==> config.mk <==
export PLATFORM = sky130hd
export DESIGN_NAME = move_capture_fsm
export DESIGN_NICKNAME = d
export VERILOG_FILES = /design/src/rtl/chess_pkg.sv /design/src/rtl/sq_stable_filter.sv /design/src/rtl/move_capture_fsm.sv
export SDC_FILE = /design/constraint.sdc
export NUM_CORES = 1
export LEC_CHECK = 0
export ABC_AREA = 1
export BUFFER_PORTS_ARGS = -buffer_cell sky130_fd_sc_hd__buf_2
export CAP_MARGIN = 20
export CORE_MARGIN = 2
export CORE_UTILIZATION = 40
export CTS_CLUSTER_DIAMETER = 80
export CTS_CLUSTER_SIZE = 30
export DETAILED_ROUTE_END_ITERATION = 7
export GPL_ROUTABILITY_DRIVEN = 0
export PLACE_DENSITY = 0.65
export SETUP_SLACK_MARGIN = 0.1
export SKIP_LAST_GASP = 1
export SYNTH_ARGS = -nofsm -noshare
export SYNTH_HDL_FRONTEND = slang
export SYNTH_SLANG_ARGS = --single-unit
==> constraint.sdc <==
create_clock -name clk -period 2.72 [get_ports clk]
set_clock_uncertainty 0.2 [all_clocks]
set_input_delay 0 -clock clk [delete_from_list [all_inputs] [get_ports clk]]
set_output_delay 0 -clock clk [all_outputs]
set_load 0.005 [all_outputs]
==> src/rtl/chess_pkg.sv <==
// chess_pkg: shared square width, capture FSM state encoding and abort codes
package chess_pkg;
   localparam int SQ_W = 6;
   typedef enum logic [1:0] {IDLE = 2'd0, SRC = 2'd1, DST = 2'd2, ISSUE = 2'd3} state_t;
   localparam logic [1:0] ERR_NONE   = 2'b00;
   localparam logic [1:0] ERR_SRC_TO = 2'b01;
   localparam logic [1:0] ERR_DST_TO = 2'b10;
endpackage

==> src/rtl/sq_stable_filter.sv <==
// sq_stable_filter: accepts a square once seen on STABLE_CYC consecutive valid samples
// ports: clk, rst, clear (restart filtering), sq/valid (arbiter sample),
//        exclude_en/exclude_sq (square treated as no request), accept, sq_out (filtered square)
module sq_stable_filter
   import chess_pkg::*;
#(
   parameter int STABLE_CYC = 4
) (
   input  logic            clk,
   input  logic            rst,
   input  logic            clear,
   input  logic [SQ_W-1:0] sq,
   input  logic            valid,
   input  logic            exclude_en,
   input  logic [SQ_W-1:0] exclude_sq,
   output logic            accept,
   output logic [SQ_W-1:0] sq_out
);
   localparam int CW = $clog2(STABLE_CYC + 1);
   logic [CW-1:0]   stab_cnt;
   logic [SQ_W-1:0] last_sq;
   logic            v, same;
   assign v      = valid && !(exclude_en && sq == exclude_sq);
   assign same   = stab_cnt != '0 && sq == last_sq;
   assign accept = v && same && stab_cnt == CW'(STABLE_CYC - 1);
   assign sq_out = last_sq;
   always_ff @(posedge clk) begin
      if (rst || clear) begin
         stab_cnt <= '0;
         last_sq  <= '0;
      end else if (!v) stab_cnt <= '0;
      else if (!same) begin
         last_sq  <= sq;
         stab_cnt <= CW'(1);
      end else stab_cnt <= stab_cnt + 1'b1;
   end
endmodule

==> src/rtl/move_capture_fsm.sv <==
// move_capture_fsm: turns the arbiter's square stream into a committed (from, to) move
// ports: clk, rst, start (begin capture when idle), arb_sq/arb_valid (arbiter output),
//        mv_valid/mv_from/mv_to/mv_ready (move handshake), busy, err (abort pulse), err_code
module move_capture_fsm
   import chess_pkg::*;
#(
   parameter int STABLE_CYC  = 4,
   parameter int TIMEOUT_CYC = 1024
) (
   input  logic            clk,
   input  logic            rst,
   input  logic            start,
   input  logic [SQ_W-1:0] arb_sq,
   input  logic            arb_valid,
   output logic            mv_valid,
   output logic [SQ_W-1:0] mv_from,
   output logic [SQ_W-1:0] mv_to,
   input  logic            mv_ready,
   output logic            busy,
   output logic            err,
   output logic [1:0]      err_code
);
   localparam int PW = $clog2(TIMEOUT_CYC);
   state_t          state;
   logic [PW-1:0]   phase_cnt;
   logic            sampling, accept, timeout;
   logic [SQ_W-1:0] sq_out;
   assign sampling = state == SRC || state == DST;
   assign timeout  = sampling && !accept && phase_cnt == PW'(TIMEOUT_CYC - 1);
   assign mv_valid = state == ISSUE;
   assign busy     = state != IDLE;
   // the filter restarts on every edge that does not continue an ongoing phase,
   // so it is empty on the first sample of SRC and of DST
   sq_stable_filter #(.STABLE_CYC(STABLE_CYC)) u_filt (
      .clk        (clk),
      .rst        (rst),
      .clear      (!sampling || accept || timeout),
      .sq         (arb_sq),
      .valid      (arb_valid),
      .exclude_en (state == DST),
      .exclude_sq (mv_from),
      .accept     (accept),
      .sq_out     (sq_out)
   );
   always_ff @(posedge clk) begin
      if (rst) begin
         state     <= IDLE;
         phase_cnt <= '0;
         mv_from   <= '0;
         mv_to     <= '0;
         err       <= 1'b0;
         err_code  <= ERR_NONE;
      end else begin
         err       <= timeout;
         phase_cnt <= (sampling && !accept && !timeout) ? phase_cnt + 1'b1 : '0;
         if (timeout) begin
            state    <= IDLE;
            mv_from  <= '0;
            mv_to    <= '0;
            err_code <= state == SRC ? ERR_SRC_TO : ERR_DST_TO;
         end else begin
            case (state)
               IDLE:  if (start) state <= SRC;
               SRC:   if (accept) begin
                  mv_from <= sq_out;
                  state   <= DST;
               end
               DST:   if (accept) begin
                  mv_to <= sq_out;
                  state <= ISSUE;
               end
               ISSUE: if (mv_ready) state <= IDLE;
            endcase
         end
      end
   end
endmodule
# After elaboration in Yosys (flattened, before gate mapping)
# Cells that the tools add are included.
[word_totals] mem_count=0 ramBits=0 elab_cells=59 out_inout_bits=17 romBits=0 reg_bits=36 latchBits=0
[classes] muxes=7 div=0 n_lt_le_gt_ge=0 bitwise_logic=3 n_addsub=2 n_reduce_logical=27 n_shift=0 n_mul=0 n_eq_ne=11
[op_table] cell="6-bit == test" n=2
[op_table] cell="10-bit by 1-bit adder with 10-bit output (second input constant)" n=1
[op_table] cell="10-bit == test (second input constant)" n=1
[op_table] cell="2-bit two-way mux" n=5
[op_table] cell="1-bit logical AND" n=8
[op_table] cell="2-bit one-hot mux with 4 select lines" n=1
[op_table] cell="2-bit inequality test (second input constant)" n=3
[op_table] cell="2-bit AND reduction" n=3
[op_table] cell="2-bit OR reduction" n=3
[op_table] cell="2-bit == test (second input constant)" n=2
[op_table] cell="1-bit zero test" n=4
[op_table] cell="1-bit logical OR" n=4
[op_table] cell="4-bit AND reduction" n=1
[op_table] cell="3-bit by 1-bit adder with 3-bit output (second input constant)" n=1
[op_table] cell="3-bit by 2-bit == test with 1-bit output (second input constant)" n=1
[op_table] cell="1-bit NOT" n=3
[op_table] cell="3-bit nonzero test" n=1
[op_table] cell="3-bit OR reduction" n=1
[op_table] cell="2-bit by 1-bit == test with 1-bit output (second input constant)" n=1
[op_table] cell="2-bit zero test" n=1
[op_table] cell="2-bit by 1-bit inequality test with 1-bit output (second input constant)" n=1
[op_table] cell="2-bit nonzero test" n=1
[op_table] cell="1-bit two-way mux" n=1

# Depth between registers and ports, before layout
[depth] ltp_word=13 depth_mapped=12 depth_no_buf=12

# Modules after synthesis
# Synthesis repeated with hierarchy kept, for this count alone.
[hier_totals] hier_cells=270 area_unflattened_um2=1961.9
[by_module_without_submodules] module="move_capture_fsm" n_inst=1 cells_each=154 seq_area_each_um2=540.5 area_per_inst_um2=1272.5
[by_module_without_submodules] module="sq_stable_filter" n_inst=1 cells_each=116 seq_area_each_um2=180.2 area_per_inst_um2=689.4

# Worst setup path after synthesis
# Ideal clock, no wire load.
[synth_timing] path_kind="flip-flop to flip-flop" startpoint="register state[0]" endpoint="register mv_from[1]" stages_incl_launch_ff=13 arrival_time_ns=1.593 setup_slack_ns=0.813 period_less_slack_ns=1.907 setup_time_ns=0.114 t_required_ns=2.406 path_cell_list="dfxtp_1 -> inv_1 -> ha_1 -> inv_1 -> nor2_1 -> nand3_2 -> nor2_2 -> nor2_4 -> nand2_4 -> nor2_8 -> inv_2 -> nand2_1 -> a21oi_2"
[synth_between] elab_chain_len=10
[synth_lines] item="start, declared" line="move_capture_fsm.sv:24" text="state_t state;"
[synth_lines] item="start signal, assigned" line="move_capture_fsm.sv:47" text="state <= IDLE;"
[synth_lines] item="start signal, assigned" line="move_capture_fsm.sv:57" text="state <= IDLE;"
[synth_lines] item="start signal, assigned" line="move_capture_fsm.sv:63" text="IDLE: if (start) state <= SRC;"
[synth_lines] item="2-bit == test" line="move_capture_fsm.sv:28, move_capture_fsm.sv:40"
[synth_lines] item="1-bit logical AND" line="sq_stable_filter.sv:23" text="assign v = valid && !(exclude_en && sq == exclude_sq);"
[synth_lines] item="1-bit zero test" line="sq_stable_filter.sv:23"
[synth_lines] item="1-bit logical AND" line="sq_stable_filter.sv:23"
[synth_lines] item="1-bit logical AND (2 in series)" line="sq_stable_filter.sv:25" text="assign accept = v && same && stab_cnt == CW'(STABLE_CYC - 1);"
[synth_lines] item="1-bit zero test" line="move_capture_fsm.sv:29" text="assign timeout = sampling && !accept && phase_cnt == PW'(TIMEOUT_CYC - 1);"
[synth_lines] item="1-bit logical AND (2 in series)" line="move_capture_fsm.sv:29"
[synth_lines] item="2-bit OR reduction (no line)"
[synth_lines] item="end signal, assigned" line="move_capture_fsm.sv:65" text="mv_from <= sq_out;"
[synth_lines] item="end, declared" line="move_capture_fsm.sv:16" text="output logic [SQ_W-1:0] mv_from,"
# Parallel ways exist; a longest one is shown, timed or not.
# A chain may end at the register's enable or synchronous reset.

# Final worst setup path
[layout_timing] startpoint="register state[0]" endpoint="register u_filt.last_sq[0] (netlist: u_filt.sq_out[0])"
[layout_between] elab_chain_len=11
[layout_lines] item="2-bit == test" line="move_capture_fsm.sv:28, move_capture_fsm.sv:40"
[layout_lines] item="1-bit logical AND" line="sq_stable_filter.sv:23"
[layout_lines] item="1-bit zero test" line="sq_stable_filter.sv:23"
[layout_lines] item="1-bit logical AND" line="sq_stable_filter.sv:23"
[layout_lines] item="1-bit logical AND (2 in series)" line="sq_stable_filter.sv:25"
[layout_lines] item="1-bit zero test" line="move_capture_fsm.sv:29"
[layout_lines] item="1-bit logical AND (2 in series)" line="move_capture_fsm.sv:29"
[layout_lines] item="1-bit logical OR" line="move_capture_fsm.sv:37" text=".clear (!sampling || accept || timeout),"
[layout_lines] item="1-bit logical OR" line="sq_stable_filter.sv:28" text="if (rst || clear) begin"
[layout_lines] item="end signal, assigned" line="sq_stable_filter.sv:33" text="last_sq <= sq;"
[layout_lines] item="end, declared" line="sq_stable_filter.sv:21" text="logic [SQ_W-1:0] last_sq;"
# Parallel ways exist; a longest one is shown, timed or not.

==> reports/metrics.yaml <==
core_area_um2: 4690
async_flop_share_pct: 0
synth.top_cell.area_share_pct: 37.3
seq_area_um2: 721
gr-usage-met3_pct: 4.66
ctsHoldBuffers: 15
grt_overflow: 0
synth_edf_count: 0
start_util_pct: 41.2
critPathMaxFanout: 9
clk_path_buf_depth: 2
synth_top_area_cell: "dfxtp_1"
drc: 0
pwr-share-comb_pct: 26.9
syn_area_per_cell_um2: 7.38
cap_violations: 0
power.density_nw_per_um2: 585
met2_usage_pct: 25.1
period_needed_ps: 2390
whs_ps: 18.8
start_kind: "register"
synth_top_family_by_area: "simple AND/OR/NAND/NOR gates"
worstMarginPinSlew_ps: 255
firstDrtPassIters: 4
die_w_um: 73.5
ant_nets: 0
wl_per_cell_um: 9.98
pin_count: 28
synth_seq_cells: 36
cellLeakagePower_uw: 0.00108
clockRootBuffer: "clkbuf_8"
required_ps: 2740
r2r_setup_slack_ps: 330
synth_cell_types: 27
final_util_pct: 50.3
critPathArrivalTime_ps: 2400
antenna_cells: 0
routed_wirelength_um: 3620
crit_path_end_kind: "register"
synth_simple_gate_area_share_pct: 35.5
synth-compound-area-share_pct: 9.64
rsz0062_at_grt: "no"
final_cells: 363
drt_iter0_markers: 62
rows: 25
io_buffers: 27
syn_inst: 262
via_per_inst: 4.57
tns_ps: 0
p_sw_uw: 450
multi_input_area_um2: 1020
drv_slew: 0
met1_usage_pct: 17.7
grt_antenna_before_repair: 0
yosysWarnings: 0
num_vias: 1658
dieArea_um2: 5410
grtUsageTotal_pct: 14.8
clkTransAtPathRegs_ps: 70
htreeDepth: 2
synth_flop_cell: "dfxtp_1"
dpl.hpwl_um: 2750
synthTopCellsByArea: "dfxtp_1 (37%), nand2_1 (16%), inv_1 (7.4%), a21oi_2 (6.8%), ha_1 (5.8%)"
seqPwrFrac_pct: 43.7
busiest_layer: "met2"
p_sw_share_pct: 32.6
p_clk_share_pct: 29.4
outcome: "completed"
die_h_um: 73.5
postCtsSetupRepairBufs: 0
cts_tree: "yes"
clock.fmax_ghz: 0.419
synth_xor_xnor_area_share_pct: 1.81
grt_pass1_vias: 1483
clk_latency_ps: 280
irDropWorstVdd_mv: 0.327
postCtsResizedCells: 0
finalSetupViolations: 0
synth_most_common_cell: "nand2_1"
grt_max_degree: 17
syn-num-nets: 282
area_delta_synth_final_pct: 22.0
p_int_uw: 930
hold_violations: 0
hold_class: "primary input to register"
dp_cells: 341
grt_pass1_wl_um: 6230
synth-seq-area-share_pct: 37.3
final_layout_size_suffix_gt1_share_pct: 23.6
synthAdderAreaFrac_pct: 5.83
max-slew-margin-rel_pct: 82.9
crit_type: "register to register"
cts_sinks: 36
syn-cell-area_um2: 1930
finalNetCount: 329
tritoncts.num_buffers: 5
period_share_pct: 87.7
muxShareOfSynthArea_pct: 0
power_uw: 1380
fillers: 472
yosys-top-cells-count: "nand2_1 (80), inv_1 (38), dfxtp_1 (36)"
per-layer routing:
| metal | up-vias | wire [um] |
|---|---|---|
| met5 | - | 0 |
| met2 | 30 | 1710 |
| met3 | 2 | 173 |
| met1 | 727 | 1710 |
| met4 | 0 | 31 |
| li1 | 899 | - |
power groups by stage:
stage	clock (uW)	sequential (uW)	combinational [uW]
after floorplan	0	605	294
after global placement	0	614	349
after detailed placement	0	615	351
after CTS	418	602	376
after global routing	444	609	428
final	406	604	371
registers in the layout, summed over array words and instances, names as in the netlist:
register,cells
err,1
err_code,2
mv_from,6
mv_to,6
phase_cnt,10
state,2
u_filt.sq_out,6
u_filt.stab_cnt,3
worst max-delay path: stages (launching register included):
cell           delay [ps]
dfxtp_1               390
inv_1                 100
ha_1                  210
inv_1                 170
nor2_1                 90
nand3_2                90
nor2_2                 60
nor2_4                210
nand3_1               100
dlygate4sd3_1         590
a21oi_2               130
area by class of cell:
| type | instances | share of cell area (%) |
|---|---|---|
| repair buffers | 43 | 12.4 |
| flip-flops and latches | 36 | 30.6 |
| well taps | 54 | 2.86 |
| clock buffers | 7 | 4.08 |
| inverters | 43 | 6.84 |
| multi-input cells | 180 | 43.2 |
cells in the final DEF (no fill, tap or decap):
master,count
nand2_2,1
nand3_2,1
nor2_1,22
o21ai_2,1
clkbuf_8,7
or2_2,3
nor2_4,2
buf_4,1
xor2_1,3
buf_2,27
nor4_4,1
nand3_1,16
nor2_8,2
o22ai_1,1
nand4_1,2
nand2_4,4
a21oi_1,8
xnor2_1,1
dlygate4sd3_1,15
nor3b_1,1
ha_1,9
inv_1,38
a21oi_2,15
nand2_1,80
inv_2,5
dfxtp_1,36
nor3_1,4
nor2_2,3
stage by stage:
step,setup WS [ps],instance area [um2]
after floorplan,813,1930
after global placement,671,2110
after detailed placement,613,2110
after CTS,334,2360
after global routing,154,2360
final,334,2360
kinds of logic after synthesis:
family	count (synthesis)
AO/OA/AOI/OAI	25
AND/OR/NAND/NOR	142
XOR/XNOR	4
adder cells (fa/ha/maj)	9
buffers and inverters	46
flip-flops	36
path summary, 6_finish.rpt:
kind | start | to | cells after the start
worst min-delay path | arb_valid | err_code[1] | 6
worst min register to register | phase_cnt[0] | phase_cnt[0] | 1
worst max-delay path | state[0] | u_filt.sq_out[0] | 10
worst max register to register | state[0] | u_filt.sq_out[0] | 10
(Power assumes the default switching activity.)
